==> src/rtl/uart_tx_frame.sv <==
// -----------------------------------------------------------------------------
// uart_tx_frame
// Parametrised UART transmitter. A word is taken over a valid/ready handshake
// and sent as one frame: a start bit, DATA_BITS data bits LSB first, an
// optional parity bit, then STOP_BITS stop bits. Every line bit lasts
// BPS_DIV = CLK_FREQ/BAUD clock cycles.
//
// Ports:
//   clk       system clock, rising edge
//   rst       asynchronous reset, active high (line forced idle-high)
//   tx_valid  producer has a word to send
//   tx_data   word to send, sampled only when the word is accepted in IDLE
//   tx_ready  high while idle and able to accept a word
//   tx_busy   high while a frame is on the line (complement of tx_ready)
//   tx_done   one-cycle pulse in the last cycle of the final stop bit
//   sci_tx    registered serial line, idle high
// -----------------------------------------------------------------------------
module uart_tx_frame #(
    parameter int CLK_FREQ  = 25000000,
    parameter int BAUD      = 115200,
    parameter int DATA_BITS = 8,
    parameter int PARITY    = 0,
    parameter int STOP_BITS = 1
) (
    input  logic                 clk,
    input  logic                 rst,
    input  logic                 tx_valid,
    input  logic [DATA_BITS-1:0] tx_data,
    output logic                 tx_ready,
    output logic                 tx_busy,
    output logic                 tx_done,
    output logic                 sci_tx
);

    localparam int BPS_DIV = CLK_FREQ / BAUD;
    localparam int CNT_W   = (BPS_DIV > 1) ? $clog2(BPS_DIV) : 1;

    localparam logic [CNT_W-1:0] BAUD_ZERO = {CNT_W{1'b0}};
    localparam logic [CNT_W-1:0] BAUD_ONE  = CNT_W'(1);
    localparam logic [CNT_W-1:0] BAUD_LAST = CNT_W'(BPS_DIV - 1);
    // tx_done is registered, so it is set one cycle ahead of the final cycle.
    localparam logic [CNT_W-1:0] BAUD_PRE  = CNT_W'(BPS_DIV - 2);
    localparam logic [3:0]       DATA_LAST = 4'(DATA_BITS - 1);
    localparam logic [3:0]       STOP_LAST = 4'(STOP_BITS - 1);

    generate
        if (DATA_BITS < 5 || DATA_BITS > 9 || STOP_BITS < 1 || STOP_BITS > 2 ||
            PARITY < 0 || PARITY > 2 || BPS_DIV < 4) begin : g_bad_params
            $error("uart_tx_frame: illegal parameter combination");
        end
    endgenerate

    typedef enum logic [2:0] {
        ST_IDLE  = 3'd0,
        ST_START = 3'd1,
        ST_DATA  = 3'd2,
        ST_PAR   = 3'd3,
        ST_STOP  = 3'd4
    } state_t;

    state_t               state_r;
    logic [CNT_W-1:0]     baud_cnt_r;
    logic [3:0]           bit_cnt_r;
    logic [DATA_BITS-1:0] shift_r;
    logic                 par_r;
    logic                 sci_tx_r;
    logic                 tx_ready_r;
    logic                 tx_busy_r;
    logic                 tx_done_r;
    logic                 baud_end_s;

    // Parity of a data word: odd mode inverts the XOR reduction.
    function automatic logic parity_bit(input logic [DATA_BITS-1:0] word);
        logic x;
        x = ^word;
        if (PARITY == 1) begin
            return ~x;
        end else begin
            return x;
        end
    endfunction

    // Last cycle of the current line bit.
    assign baud_end_s = (baud_cnt_r == BAUD_LAST);

    assign tx_ready = tx_ready_r;
    assign tx_busy  = tx_busy_r;
    assign tx_done  = tx_done_r;
    assign sci_tx   = sci_tx_r;

    // Frame sequencer: state, baud/bit counters, shift register and outputs.
    always_ff @(posedge clk or posedge rst) begin
        if (rst) begin
            state_r    <= ST_IDLE;
            baud_cnt_r <= BAUD_ZERO;
            bit_cnt_r  <= 4'd0;
            shift_r    <= {DATA_BITS{1'b0}};
            par_r      <= 1'b0;
            sci_tx_r   <= 1'b1;
            tx_ready_r <= 1'b1;
            tx_busy_r  <= 1'b0;
            tx_done_r  <= 1'b0;
        end else begin
            tx_done_r <= 1'b0;

            if (state_r == ST_IDLE || baud_end_s) begin
                baud_cnt_r <= BAUD_ZERO;
            end else begin
                baud_cnt_r <= baud_cnt_r + BAUD_ONE;
            end

            case (state_r)
                ST_IDLE: begin
                    bit_cnt_r <= 4'd0;
                    if (tx_valid) begin
                        // Parity is taken from the word being latched, so
                        // later changes on tx_data cannot disturb it.
                        shift_r    <= tx_data;
                        par_r      <= parity_bit(tx_data);
                        sci_tx_r   <= 1'b0;
                        tx_ready_r <= 1'b0;
                        tx_busy_r  <= 1'b1;
                        state_r    <= ST_START;
                    end else begin
                        sci_tx_r <= 1'b1;
                    end
                end

                ST_START: begin
                    if (baud_end_s) begin
                        sci_tx_r  <= shift_r[0];
                        shift_r   <= {1'b0, shift_r[DATA_BITS-1:1]};
                        bit_cnt_r <= 4'd0;
                        state_r   <= ST_DATA;
                    end else begin
                        sci_tx_r <= 1'b0;
                    end
                end

                ST_DATA: begin
                    if (baud_end_s) begin
                        if (bit_cnt_r == DATA_LAST) begin
                            bit_cnt_r <= 4'd0;
                            if (PARITY != 0) begin
                                sci_tx_r <= par_r;
                                state_r  <= ST_PAR;
                            end else begin
                                sci_tx_r <= 1'b1;
                                state_r  <= ST_STOP;
                            end
                        end else begin
                            bit_cnt_r <= bit_cnt_r + 4'd1;
                            sci_tx_r  <= shift_r[0];
                            shift_r   <= {1'b0, shift_r[DATA_BITS-1:1]};
                        end
                    end else begin
                        bit_cnt_r <= bit_cnt_r;
                    end
                end

                ST_PAR: begin
                    if (baud_end_s) begin
                        sci_tx_r  <= 1'b1;
                        bit_cnt_r <= 4'd0;
                        state_r   <= ST_STOP;
                    end else begin
                        sci_tx_r <= par_r;
                    end
                end

                ST_STOP: begin
                    sci_tx_r <= 1'b1;
                    if (bit_cnt_r == STOP_LAST && baud_cnt_r == BAUD_PRE) begin
                        tx_done_r <= 1'b1;
                    end else begin
                        tx_done_r <= 1'b0;
                    end
                    if (baud_end_s) begin
                        if (bit_cnt_r == STOP_LAST) begin
                            bit_cnt_r  <= 4'd0;
                            tx_ready_r <= 1'b1;
                            tx_busy_r  <= 1'b0;
                            state_r    <= ST_IDLE;
                        end else begin
                            bit_cnt_r <= bit_cnt_r + 4'd1;
                        end
                    end else begin
                        bit_cnt_r <= bit_cnt_r;
                    end
                end

                default: begin
                    bit_cnt_r  <= 4'd0;
                    sci_tx_r   <= 1'b1;
                    tx_ready_r <= 1'b1;
                    tx_busy_r  <= 1'b0;
                    state_r    <= ST_IDLE;
                end
            endcase
        end
    end

endmodule

==> config.mk <==
export PLATFORM = sky130hd
export DESIGN_NAME = uart_tx_frame
export DESIGN_NICKNAME = d
export VERILOG_FILES = /design/src/rtl/uart_tx_frame.sv
export SDC_FILE = /design/constraint.sdc
export NUM_CORES = 1
export LEC_CHECK = 0
export ABC_AREA = 1
export ABC_CLOCK_PERIOD_IN_PS = 2850
export BUFFER_PORTS_ARGS = -buffer_cell sky130_fd_sc_hd__buf_4
export CELL_PAD_IN_SITES_DETAIL_PLACEMENT = 1
export CELL_PAD_IN_SITES_GLOBAL_PLACEMENT = 2
export CORE_ASPECT_RATIO = 1.25
export CORE_MARGIN = 2
export CORE_UTILIZATION = 38
export CTS_BUF_LIST = sky130_fd_sc_hd__clkbuf_8
export DETAILED_ROUTE_END_ITERATION = 10
export PLACE_DENSITY_LB_ADDON = 0.1
export SKIP_CTS_REPAIR_TIMING = 1
export SLEW_MARGIN = 20
export SYNTH_ARGS = -nofsm -noshare
export SYNTH_HDL_FRONTEND = slang
export SYNTH_SLANG_ARGS = --single-unit
==> constraint.sdc <==
create_clock -name clk -period 2.85 [get_ports clk]
set_input_delay 0 -clock clk [delete_from_list [all_inputs] [get_ports clk]]
set_output_delay 0 -clock clk [all_outputs]
set_load 0.03 [all_outputs]
# [Word-level counts from Yosys, hierarchy flattened]
# Index checks and enable logic that the tools add are counted.
[word_totals] inputBits=11 output_inout_bits=4 regBits=28 word_cells=77
[op_classes] n_eq_ne=16 bitwise_logic=1 n_addsub=2 n_reduce_logical=13 n_mux=36
[op_table] op="$mux 8" count=5
[op_table] op="$pmux 8 s3" count=1
[op_table] op="$mux 3" count=7
[op_table] op="$mux 4" count=5
[op_table] op="$eq 8x8->1 const B" count=2
[op_table] op="$ne 2x2->1 const B" count=8
[op_table] op="$pmux 3 s5" count=1
[op_table] op="$mux 1" count=13
[op_table] op="$pmux 4 s3" count=1
[op_table] op="$add 8x1->8 const B" count=1
[op_table] op="$reduce_xor 8->1" count=1
[op_table] op="$reduce_and 7->1" count=1
[op_table] op="$eq 3x2->1 const B" count=2
[op_table] op="$pmux 1 s3" count=2
[op_table] op="$reduce_and 5->1" count=1
[op_table] op="$add 4x1->4 const B" count=1
[op_table] op="$eq 4x3->1 const B" count=1
[op_table] op="$logic_not 4->1" count=1
[op_table] op="$pmux 1 s4" count=1
[op_table] op="$reduce_and 4->1" count=1
[op_table] op="$eq 3x1->1 const B" count=1
[op_table] op="$eq 3x3->1 const B" count=1
[op_table] op="$logic_not 3->1" count=1
[op_table] op="$reduce_and 3->1" count=1
[op_table] op="8 further kinds" count=8

# [Longest topological paths before layout]
# Gate-level depths: netlist (run 1).
[depth] word_depth=4 mapped_depth=11 ltp_nobuf=11

# [Worst setup path after synthesis (run 1)]
# OpenSTA, ideal clock, no wires.
[synth_path] path_type="reg2reg" from="register baud_cnt_r[0]" to="register state_r[2]" setup_time_ns=0.117 path_stages_with_launch=12 synth_period_minus_slack_ns=1.413 slack_ns=1.437 arrival_time_ns=1.296 n_path_buf=0 required_ns=2.733 path_cell_list="dfrtp_1 > inv_1 > ha_1 > nand2_1 > nor2_1 > nand2_1 > nand2_2 > inv_2 > nor2_2 > nand2_1 > nand2_1 > nand2_1"
[synth_via] elab_chain_len=3 word_cells_on_any_way=6 cone_classes="5 x eq/ne; 1 x reduce/logical"
[synth_lines] item="start, declared" line="62" source="logic [CNT_W-1:0] baud_cnt_r;"
[synth_lines] item="start signal, assigned" line="109" source="baud_cnt_r <= baud_cnt_r + BAUD_ONE;"
[synth_lines] item="$eq 8x8->1 *" line="84" source="assign baud_end_s = (baud_cnt_r == BAUD_LAST);"
[synth_lines] item="$ne 2x2->1 (no source line)"
[synth_lines] item="$reduce_and 7->1 (no source line) *"
[synth_lines] item="end signal, assigned" line="94" source="state_r <= ST_IDLE;"
[synth_lines] item="end signal, assigned" line="123" source="state_r <= ST_START;"
[synth_lines] item="end signal, assigned" line="134" source="state_r <= ST_DATA;"
[synth_lines] item="end, declared" line="61" source="state_t state_r;"
# Mark *: on every way between the ends. The rest lies on a longest branch, timed or not.
# A chain may end at the register's enable or synchronous reset.

# [Worst setup path after layout (run 1)]
# Ends and elaborated chain as after synthesis.

==> results of run 1 <==
==> cell usage after synthesis, drive strengths merged <==
master  instances
nor3            4
nand2          80
ha              4
xor2            4
buf             1
o21bai          1
and2            7
nor2           22
dfrtp          26
o21ai          15
nand3          14
nand4           2
nor3b           3
xnor2           4
a21oi           6
inv            26
nand3b          1
dfstp           2
==> stage by stage <==
stage	hold slack [ns]	total power, uW	utilization (%)
after global routing	0.0146	738	45.3
after floorplan	0.0639	436	-
after CTS	-0.00428	715	45.1
after global placement	0.302	457	43.8
final	-0.00757	704	45.3
after detailed placement	0.303	459	43.8
==> cells by family after synthesis <==
group                    after synthesis  share of synthesized area, %
AND/OR/NAND/NOR                      133                          36.5
flip-flops                            28                          42.8
buffers and inverters                 27                          6.62
AO/OA/AOI/OAI                         22                          6.85
XOR/XNOR                               8                          4.26
adder cells (fa/ha/maj)                4                          3.04
==> critical path: cells and delay by family, from the launching register on <==
family | cells | cell delay (ns)
simple gates | 8 | 0.85
flops | 1 | 0.42
fa+ha+maj | 1 | 0.16
buf+inv | 2 | 0.12
==> routing by layer <==
metal  GRT usage (%)  vias up
met5               0        -
met4            7.78        0
met3            2.46        6
met2            31.6       20
met1            19.1      680
li1                -      727
==> layout by cell type, fill, tap and decap left out, types with 6 or more instances in the layout <==
| cell | synthesis | final |
|---|---|---|
| nand2_1 | 76 | 76 |
| nand3_1 | 12 | 12 |
| dfrtp_1 | 26 | 26 |
| and2_0 | 7 | 7 |
| inv_1 | 23 | 22 |
| o21ai_0 | 7 | 7 |
| o21ai_1 | 8 | 8 |
| nor2_1 | 19 | 19 |
| buf_4 | 0 | 14 |
| a21oi_1 | 6 | 6 |
==> path summary, 6_finish.rpt <==
check | to | cells past startpoint | slack (ns) | startpoint
min in group asynchronous | shift_r[1]$_DFFE_PP0P_ | 3 | 0.36 | rst
worst min register to register | tx_ready$_DFFE_PP1P_ | 2 | 0.48 | tx_ready$_DFFE_PP1P_
worst max-delay path | state_r[2]$_DFFE_PP0P_ | 11 | 1.20 | baud_cnt_r[0]$_DFF_PP0_
worst max register to register | state_r[2]$_DFFE_PP0P_ | 11 | 1.20 | baud_cnt_r[0]$_DFF_PP0_
max in group asynchronous | shift_r[0]$_DFFE_PP0P_ | 3 | 2.08 | rst
worst min-delay path | shift_r[7]$_DFFE_PP0P_ | 3 | -0.008 | tx_data[7]
==> flip-flops by register name (all words and copies together) (netlist names) <==
signal and flops:
bit_cnt_r 4, baud_cnt_r 8, tx_done 1, shift_r 8
sci_tx 1, par_r 1, state_r 3, tx_busy 1
tx_ready 1
==> report_power, final <==
group          internal, uW  switching, uW
combinational          21.6           28.0
clock                   124            129
sequential              400           1.51
total                   545            159
==> cell type report <==
class                   count  area, um2
flip-flops and latches     28        703
multi-input cells         167        832
repair buffers             15        115
inverters                  26       97.6
fillers                   560       2260
well taps                  56       70.1
clock buffers               4       55.1
==> out/summary.txt, run 1 <==
Metal3 WL - 92 um
PwrDens - 376 nW/um2
PnR worst setup slack - 1.20 ns
Hold Fails Final Rpt - 1
Wire per inst - 12.5 um
Post-route clock period utilization - 57.9%
Mapped cell area - 1640 um2
Syn. warnings - 0
Initial Utilization - 39.8%
Crit path largest cell delay - 0.42 ns
Area grow syn2layout - 13.9%
Max Cap Violations - 0
Maximum clock path buffer count - 2
Hold Path Class - in2reg
Placed insts - 291
# IOs - 15
Ant diodes - 0
Final min period - 1.65 ns
Total track usage - 17.1%
Synthesized area per cell - 7.41 um2
Syn_nets - 237
Top routing layer used - met4
Outcome - finished with violations
Clk pin slew, worst setup/hold paths - 0.10 ns
RSZ-0062 raised after global routing - no
Max-slew violations - 0
Relative slew slack - 59.1%
Crit Path Category - reg2reg
Worst Tran Pin Value - 0.613 ns
Layout Skew - 0.00644 ns
Root buf cell - clkbuf_8
Final Setup Violations - 0
Cell row count - 26
Crit-path slowest cell - dfrtp_1
Num CTS Buffers - 3
Crit-path max FO - 9
Layout Cells excl Fill - 296
Total placed instance area - 1810 um2
Critical path, cell by cell - inv_1 > ha_1 > nand2_1 > nor2_1 > nand2_1 > nand2_2 > inv_2 > nor2_2 > nand2_1 > nand2_1 > nand2_1
Total core area - 4130 um2
Final ANT Viol Nets - 0
Max VDD drop - 142 uV
DRC Markers - 0
Clk_lat worst skew - 0.28 ns
Final #Nets - 256
CP endpoint kind - register
Arr. time, crit path - 1.83 ns
Area contributors post-synth - dfrtp_1, nand2_1, inv_1, nor2_1, nand3_1
H-tree Lvls - 1
F_max - 606 MHz
Setup crit start kind - register
Sum Neg Setup Slack - 0 ns
P_leak - 0.000911 uW
Synth area leader - dfrtp_1
Post-synth cell types - 25
Hold_ws - -0.00757 ns
TritonCTS clock tree - built
Layout cell share with drive strength beyond 1 - 13.8%
Syn Inst Count - 222
RD Place Congestion - 0.838
Full die area - 4870 um2
Violated checks - negative hold slack
Metal-1 WL - 1.56 mm
Vias - 1433
Number of synthesized register bits - 28
Place WS - 1.20 ns
Largest net degree at the start of global routing - 29
Antenna violations before repair - 0
First-pass GRT wire length - 6.71 mm
DIE HEIGHT - 77.5 um
Post-DR vias/cell - 4.84
# clock sinks - 28
Post-route design area - 1870 um2
Register area share after synthesis - 42.8%
Vias in the first global route - 1530
First-pass DRT Iterations - 4
DP Wirelength - 2.95 mm
Buffers on Ports - 14
Share of the synthesized area in the top cell type - 39.6%
Most frequent cell on the critical path - nand2_1
DRT iter0 DRCs - 63
Overflow after GRT - 0
WL met2 - 1.99 mm
Wire length after detailed routing - 3.70 mm
Req. time, crit path - 3.03 ns
Chip width - 62.8 um
Power figures use the tool's default switching activity.
==> run 2, diff against run 1 <==
--- a/config.mk
+++ b/config.mk
@@ -5,14 +5,14 @@
 export SDC_FILE = /design/constraint.sdc
 export NUM_CORES = 1
 export LEC_CHECK = 0
-export ABC_AREA = 1
-export ABC_CLOCK_PERIOD_IN_PS = 2850
+export ABC_AREA = 0
+export ABC_CLOCK_PERIOD_IN_PS = 1600
 export BUFFER_PORTS_ARGS = -buffer_cell sky130_fd_sc_hd__buf_4
 export CELL_PAD_IN_SITES_DETAIL_PLACEMENT = 1
 export CELL_PAD_IN_SITES_GLOBAL_PLACEMENT = 2
 export CORE_ASPECT_RATIO = 1.25
 export CORE_MARGIN = 2
-export CORE_UTILIZATION = 38
+export CORE_UTILIZATION = 40
 export CTS_BUF_LIST = sky130_fd_sc_hd__clkbuf_8
 export DETAILED_ROUTE_END_ITERATION = 10
 export PLACE_DENSITY_LB_ADDON = 0.1
==> constraint.sdc (replaced) <==
create_clock -name clk -period 1.6 [get_ports clk]
set_input_delay 0 -clock clk [delete_from_list [all_inputs] [get_ports clk]]
set_output_delay 0 -clock clk [all_outputs]
set_load 0.03 [all_outputs]
==> run 2 against run 1 <==
- the flow finishes with violations (negative setup slack)
- first-iteration DRC count down 60%
- area after synthesis is 1.5% lower
- worst hold slack better by 0.022 ns
- cell area grew 20%
- final cell count is 14% lower
- sequential power rose to 2.5 times the previous value
- utilization up 13 points
- non-clock buffer count up 37
- clock skew fell by 0.0046 ns
- register-to-register slack worse by 1.6 ns
- largest power group is now combinational logic
==> out/summary.txt, run 2 <==
Top-count cell post-synth - dfrtp_1
Syn. warnings - 0
Req. time, crit path - 1.76 ns
DRC Markers - 0
Maximum clock path buffer count - 2
Hold Fails Final Rpt - 0
Crit-path slowest cell - dfrtp_1
PwrDens - 1130 nW/um2
Vias in the first global route - 1492
DIE HEIGHT - 75.1 um
Max Cap Violations - 0
# IOs - 15
Overflow after GRT - 0
Reg2reg end - shift_r[1]$_DFFE_PP0P_
Post-route design area - 2250 um2
Total core area - 3850 um2
Post-synth ARST share - 100%
Chip width - 60.9 um
Post-synth cell types - 45
Hold Path Class - in2reg
Simple-Gate Fraction of Synth Area - 18.1%
Final Setup Violations - 15
Area contributors post-synth - dfrtp_1, mux2_4, xnor2_1, mux2_2, nor2_1
Buffers on Ports - 14
Synthesized area per cell - 10.7 um2
Outcome - finished with violations
Antenna violations before repair - 0
Synth area leader - dfrtp_1
Sum Neg Setup Slack - -3.46 ns
Total placed instance area - 2060 um2
Layout Skew - 0.00183 ns
DRT iter0 DRCs - 25
EDFF count, synth - 0
R2r setup slk - -0.36 ns
Root buf cell - clkbuf_8
RSZ-0062 raised after global routing - yes
Crit Path Category - reg2reg
RD Place Congestion - 0.750
DP Wirelength - 3.08 mm
Ant diodes - 0
Critical path, cell by cell - ha_2 > and3b_4 > or3_4 > a221oi_4 > buf_12 > mux2_4
Arr. time, crit path - 2.12 ns
CP Launch Point - bit_cnt_r[1]$_DFFE_PP0P_
Syn Inst Count - 151
First-pass DRT Iterations - 4
Most instantiated cells after synthesis - dfrtp_1, nor2_1, xnor2_1
Total track usage - 19.7%
Share of the synthesized area in the top cell type - 40.2%
Prevailing post-synth register cell - dfrtp_1
Initial Utilization - 42.1%
Full die area - 4580 um2
Max-slew violations - 0
Synth Area in XOR/XNOR - 8.11%
Area grow syn2layout - 38.7%
Final #Nets - 217
First-pass GRT wire length - 6.73 mm
H-tree Lvls - 1
Crit path capture - shift_r[1]$_DFFE_PP0P_
TritonCTS clock tree - built
Max VDD drop - 695 uV
Worst Tran Pin Value - 0.368 ns
Post-synthesis compound-gate area fraction - 11.0%
# clock sinks - 28
Proportion of synthesized area in mux cells - 12.9%
Fillers - 438
Main combinational cell family by area after synthesis - simple AND/OR/NAND/NOR gates
Wire length after detailed routing - 3.93 mm
Worst r2r src - bit_cnt_r[1]$_DFFE_PP0P_
Crit-path max FO - 8
Cell row count - 25
Syn_nets - 166
Total power - 2530 uW
Number of synthesized register bits - 28
Clk_lat worst skew - 0.27 ns
Commonest non-fill, non-tap cells in the layout - buf_4, dfrtp_1, nor2_1
Worst Reg2Reg Path Length in Cells - 6
Vias - 1308
Wire per inst - 15.4 um
Num CTS Buffers - 3
Post-DR vias/cell - 5.13
CP endpoint kind - register
Regs by FF count - baud_cnt_r (8), shift_r (8), bit_cnt_r (4)
Post-route clock period utilization - 123%
Relative slew slack - 75.1%
Crit path largest cell delay - 0.39 ns
PnR worst setup slack - -0.361 ns
Final min period - 1.96 ns
F_max - 510 MHz
Synth Area in Adders - 3.09%
Register area share after synthesis - 43.4%
Commonest non-fill, non-tap cell in the layout - buf_4
Violated checks - negative setup slack
Layout cell share with drive strength beyond 1 - 48.8%
Setup crit start kind - register
Final ANT Viol Nets - 0
Clk pin slew, worst setup/hold paths - 0.09 ns
Mapped cell area - 1620 um2
Largest net degree at the start of global routing - 29
P_leak - 0.00102 uW
[run 2: cell count changes after synthesis, moves of 5 or more]
cell,delta
o21ai_1,-8
o21ai_0,-5
nand3_1,-6
mux2_2,+7
and2_0,-7
nand2_1,-72
xnor2_1,+7
inv_1,-15
mux2_4,+8
[run 2: stage by stage]
step / util [%] / setup WS (ns) / hold WS, ns / instances
floorplan: - / -0.460 / 0.0639 / 151
global placement: 53.5 / -0.337 / 0.0916 / 248
detailed placement: 53.5 / -0.384 / 0.101 / 248
CTS: 54.9 / -0.402 / -0.202 / 252
global route: 58.4 / -0.409 / 0.0241 / 255
finish: 58.4 / -0.361 / 0.0147 / 255
[run 2: layer usage]
metal	routed length, um	vias to the layer above	GRT usage, %	share of wire (%)
met5	0	-	0	0
met4	114	0	6.76	2.9
met3	73	14	2.58	1.9
met2	2150	20	34.8	55
met1	1600	648	24.5	41
li1	-	626	-	-
[run 2: kinds of logic (layout without fill, tap and decap cells)]
family          Yosys count  in the layout
compound gates           22             22
xor+xnor                 15             15
fa+ha+maj                 4              4
buf+inv                  14             64
flops                    28             28
mux                      16             16
simple gates             52             52
[run 2: report_power, final]
part | switching, uW | leakage (uW) | total [uW] | internal, uW
combinational | 442 | 0.000643 | 1090 | 646
clock | 213 | 0.0000288 | 433 | 220
sequential | 116 | 0.000353 | 1010 | 893
total | 771 | 0.00102 | 2530 | 1760
[run 2: how the worst min path moves through the flow]
stage / end / slack [ns] / cells past startpoint / start
floorplan: baud_cnt_r[0]$_DFF_PP0_ / 0.06 / 1 / rst
global placement: tx_busy$_DFFE_PP0P_ / 0.09 / 3 / rst
detailed placement: baud_cnt_r[1]$_DFF_PP0_ / 0.10 / 3 / rst
CTS: baud_cnt_r[1]$_DFF_PP0_ / -0.20 / 3 / rst
global route: state_r[0]$_DFFE_PP0P_ / 0.02 / 3 / tx_valid
finish: state_r[0]$_DFFE_PP0P_ / 0.01 / 3 / tx_valid
[run 2: layout make-up]
cell class	count	area (um2)	area share, %
inverter	8	30.0	1.34
tap	54	67.6	3.01
multi-input combinational	109	961	42.8
sequential	28	703	31.3
clock buffer	4	55.1	2.45
timing repair buffer	52	429	19.1
[run 2: worst max-delay path: cells and delay by family (launching register included)]
family                   cells  cell delay [ns]
AND/OR/NAND/NOR              2             0.52
flip-flops                   1             0.39
multiplexers                 1             0.30
AO/OA/AOI/OAI                1             0.27
adder cells (fa/ha/maj)      1             0.19
buffers and inverters        1             0.18
==> run 3, diff against run 2 <==
--- a/config.mk
+++ b/config.mk
@@ -21,3 +21,4 @@
 export SYNTH_ARGS = -nofsm -noshare
 export SYNTH_HDL_FRONTEND = slang
 export SYNTH_SLANG_ARGS = --single-unit
+export TNS_END_PERCENT = 1
==> run 3 against run 2 <==
- the flow still finishes with violations (negative setup slack)
- sequential power is essentially flat
- flip-flop and latch count is the same
- combinational power shrank 10%
- total power shrank 5.6%
==> out/summary.txt, run 3 (synthesized netlist as in run 2, its figures left out) <==
Outcome - finished with violations
Violated checks - negative setup slack
Regs by FF count - baud_cnt_r (8), shift_r (8), bit_cnt_r (4)
Worst Hold Depth - 3
Layout Cells excl Fill - 253
Area grow syn2layout - 32.9%
HP Start - tx_valid
Final #Nets - 215
Antenna violations before repair - 0
# IOs - 15
Final Setup Violations - 16
TritonCTS clock tree - built
Maximum clock path buffer count - 2
Max-slew violations - 0
Hold Path Class - in2reg
Root buf cell - clkbuf_8
Buffers on Ports - 14
Max Cap Violations - 0
Fillers - 434
Post-DR vias/cell - 5.10
Max VDD drop - 801 uV
P_leak - 0.00100 uW
Ant diodes - 0
Commonest non-fill, non-tap cell in the layout - buf_4
Finished Core Util - 55.9%
H-tree Lvls - 1
Layout cell share with drive strength beyond 1 - 44.2%
First-pass DRT Iterations - 3
Clk pin slew, worst setup/hold paths - 0.10 ns
Full die area - 4580 um2
R2r setup slk - -0.38 ns
Vias - 1290
Worst Tran Pin Value - 0.371 ns
DRT iter0 DRCs - 23
Num CTS Buffers - 3
Req. time, crit path - 1.78 ns
PnR worst setup slack - -0.377 ns
First-pass GRT wire length - 6.54 mm
RSZ-0062 raised after global routing - yes
Wire per inst - 15.7 um
DRC Markers - 0
CP endpoint kind - register
Final ANT Viol Nets - 0
Layout Skew - 0.00940 ns
PwrDens - 1110 nW/um2
Overflow after GRT - 0
# clock sinks - 28
Hold Fails Final Rpt - 0
Arr. time, crit path - 2.16 ns
Worst r2r src - bit_cnt_r[0]$_DFFE_PP0P_
Cell row count - 25
Vias in the first global route - 1390
DIE HEIGHT - 75.1 um
Reg2reg end - shift_r[1]$_DFFE_PP0P_
Total core area - 3850 um2
Hold Path End - state_r[0]$_DFFE_PP0P_
Commonest non-fill, non-tap cells in the layout - buf_4, dfrtp_1, nor2_1
Setup crit start kind - register
Clk_lat worst skew - 0.29 ns
DP Wirelength - 3.02 mm
Relative slew slack - 75.3%
Wire length after detailed routing - 3.97 mm
F_max - 506 MHz
Initial Utilization - 42.1%
Chip width - 60.9 um
Largest net degree at the start of global routing - 29
Post-route clock period utilization - 124%
Placed insts - 248
Crit-path max FO - 8
Total track usage - 20.1%
RD Place Congestion - 0.789
Final min period - 1.98 ns
Worst Reg2Reg Path Length in Cells - 6
Crit Path Category - reg2reg
-- run 3: layer usage --
layer / global-route usage, % / up-vias / part of all wire (%) / wire, um
li1: - / 624 / - / -
met1: 23.7 / 648 / 43 / 1710
met2: 34.8 / 13 / 53 / 2110
met3: 2.58 / 5 / 1.4 / 57
met4: 10.9 / 0 / 2.5 / 98
met5: 0 / - / 0 / 0
-- run 3: worst max path at each step --
| stage | startpoint | to | slack [ns] | cells past startpoint |
|---|---|---|---|---|
| 2_1_floorplan | bit_cnt_r[1]$_DFFE_PP0P_ | shift_r[0]$_DFFE_PP0P_ | -0.46 | 5 |
| 3_3_place_gp | bit_cnt_r[1]$_DFFE_PP0P_ | shift_r[4]$_DFFE_PP0P_ | -0.34 | 6 |
| 3_5_place_dp | bit_cnt_r[1]$_DFFE_PP0P_ | shift_r[6]$_DFFE_PP0P_ | -0.41 | 6 |
| 4_1_cts | bit_cnt_r[1]$_DFFE_PP0P_ | shift_r[1]$_DFFE_PP0P_ | -0.42 | 6 |
| 5_1_grt | bit_cnt_r[0]$_DFFE_PP0P_ | shift_r[1]$_DFFE_PP0P_ | -0.43 | 6 |
| 6_report | bit_cnt_r[0]$_DFFE_PP0P_ | shift_r[1]$_DFFE_PP0P_ | -0.38 | 6 |
-- run 3: layout make-up --
cell class	instances	area [um2]	area share [%]
multi-input combinational	109	903	42.0
tap	54	67.6	3.14
inverter	8	30.0	1.40
timing repair buffer	50	403	18.7
clock buffer	3	41.3	1.92
clock inverter	1	3.75	0.174
sequential	28	703	32.7
-- run 3: critical path, stage by stage, from the launching register on --
cell and delay (ns):
dfrtp_1 0.40, ha_2 0.19, and3b_4 0.18, or3_4 0.35, a221oi_4 0.28, buf_12 0.18
mux2_4 0.30
-- run 3: per-stage QoR --
step / hold WS [ns] / total power (uW) / setup TNS [ns] / area, um2 / setup slack [ns]
6_report: 0.00769 / 2390 / -4.29 / 2150 / -0.377
5_1_grt: 0.0470 / 2550 / -5.52 / 2150 / -0.428
4_1_cts: -0.203 / 2400 / -6.01 / 2100 / -0.424
3_5_place_dp: 0.114 / 1980 / -5.49 / 2060 / -0.406
3_3_place_gp: 0.0919 / 1920 / -4.15 / 2060 / -0.337
2_1_floorplan: 0.0639 / 1560 / -3.77 / 1620 / -0.460
-- run 3: report_power, final --
part	switching, uW	leakage, uW	internal [uW]
Combinational	402	0.000621	574
Sequential	118	0.000353	893
Clock	229	0.0000269	173
Total	749	0.00100	1640
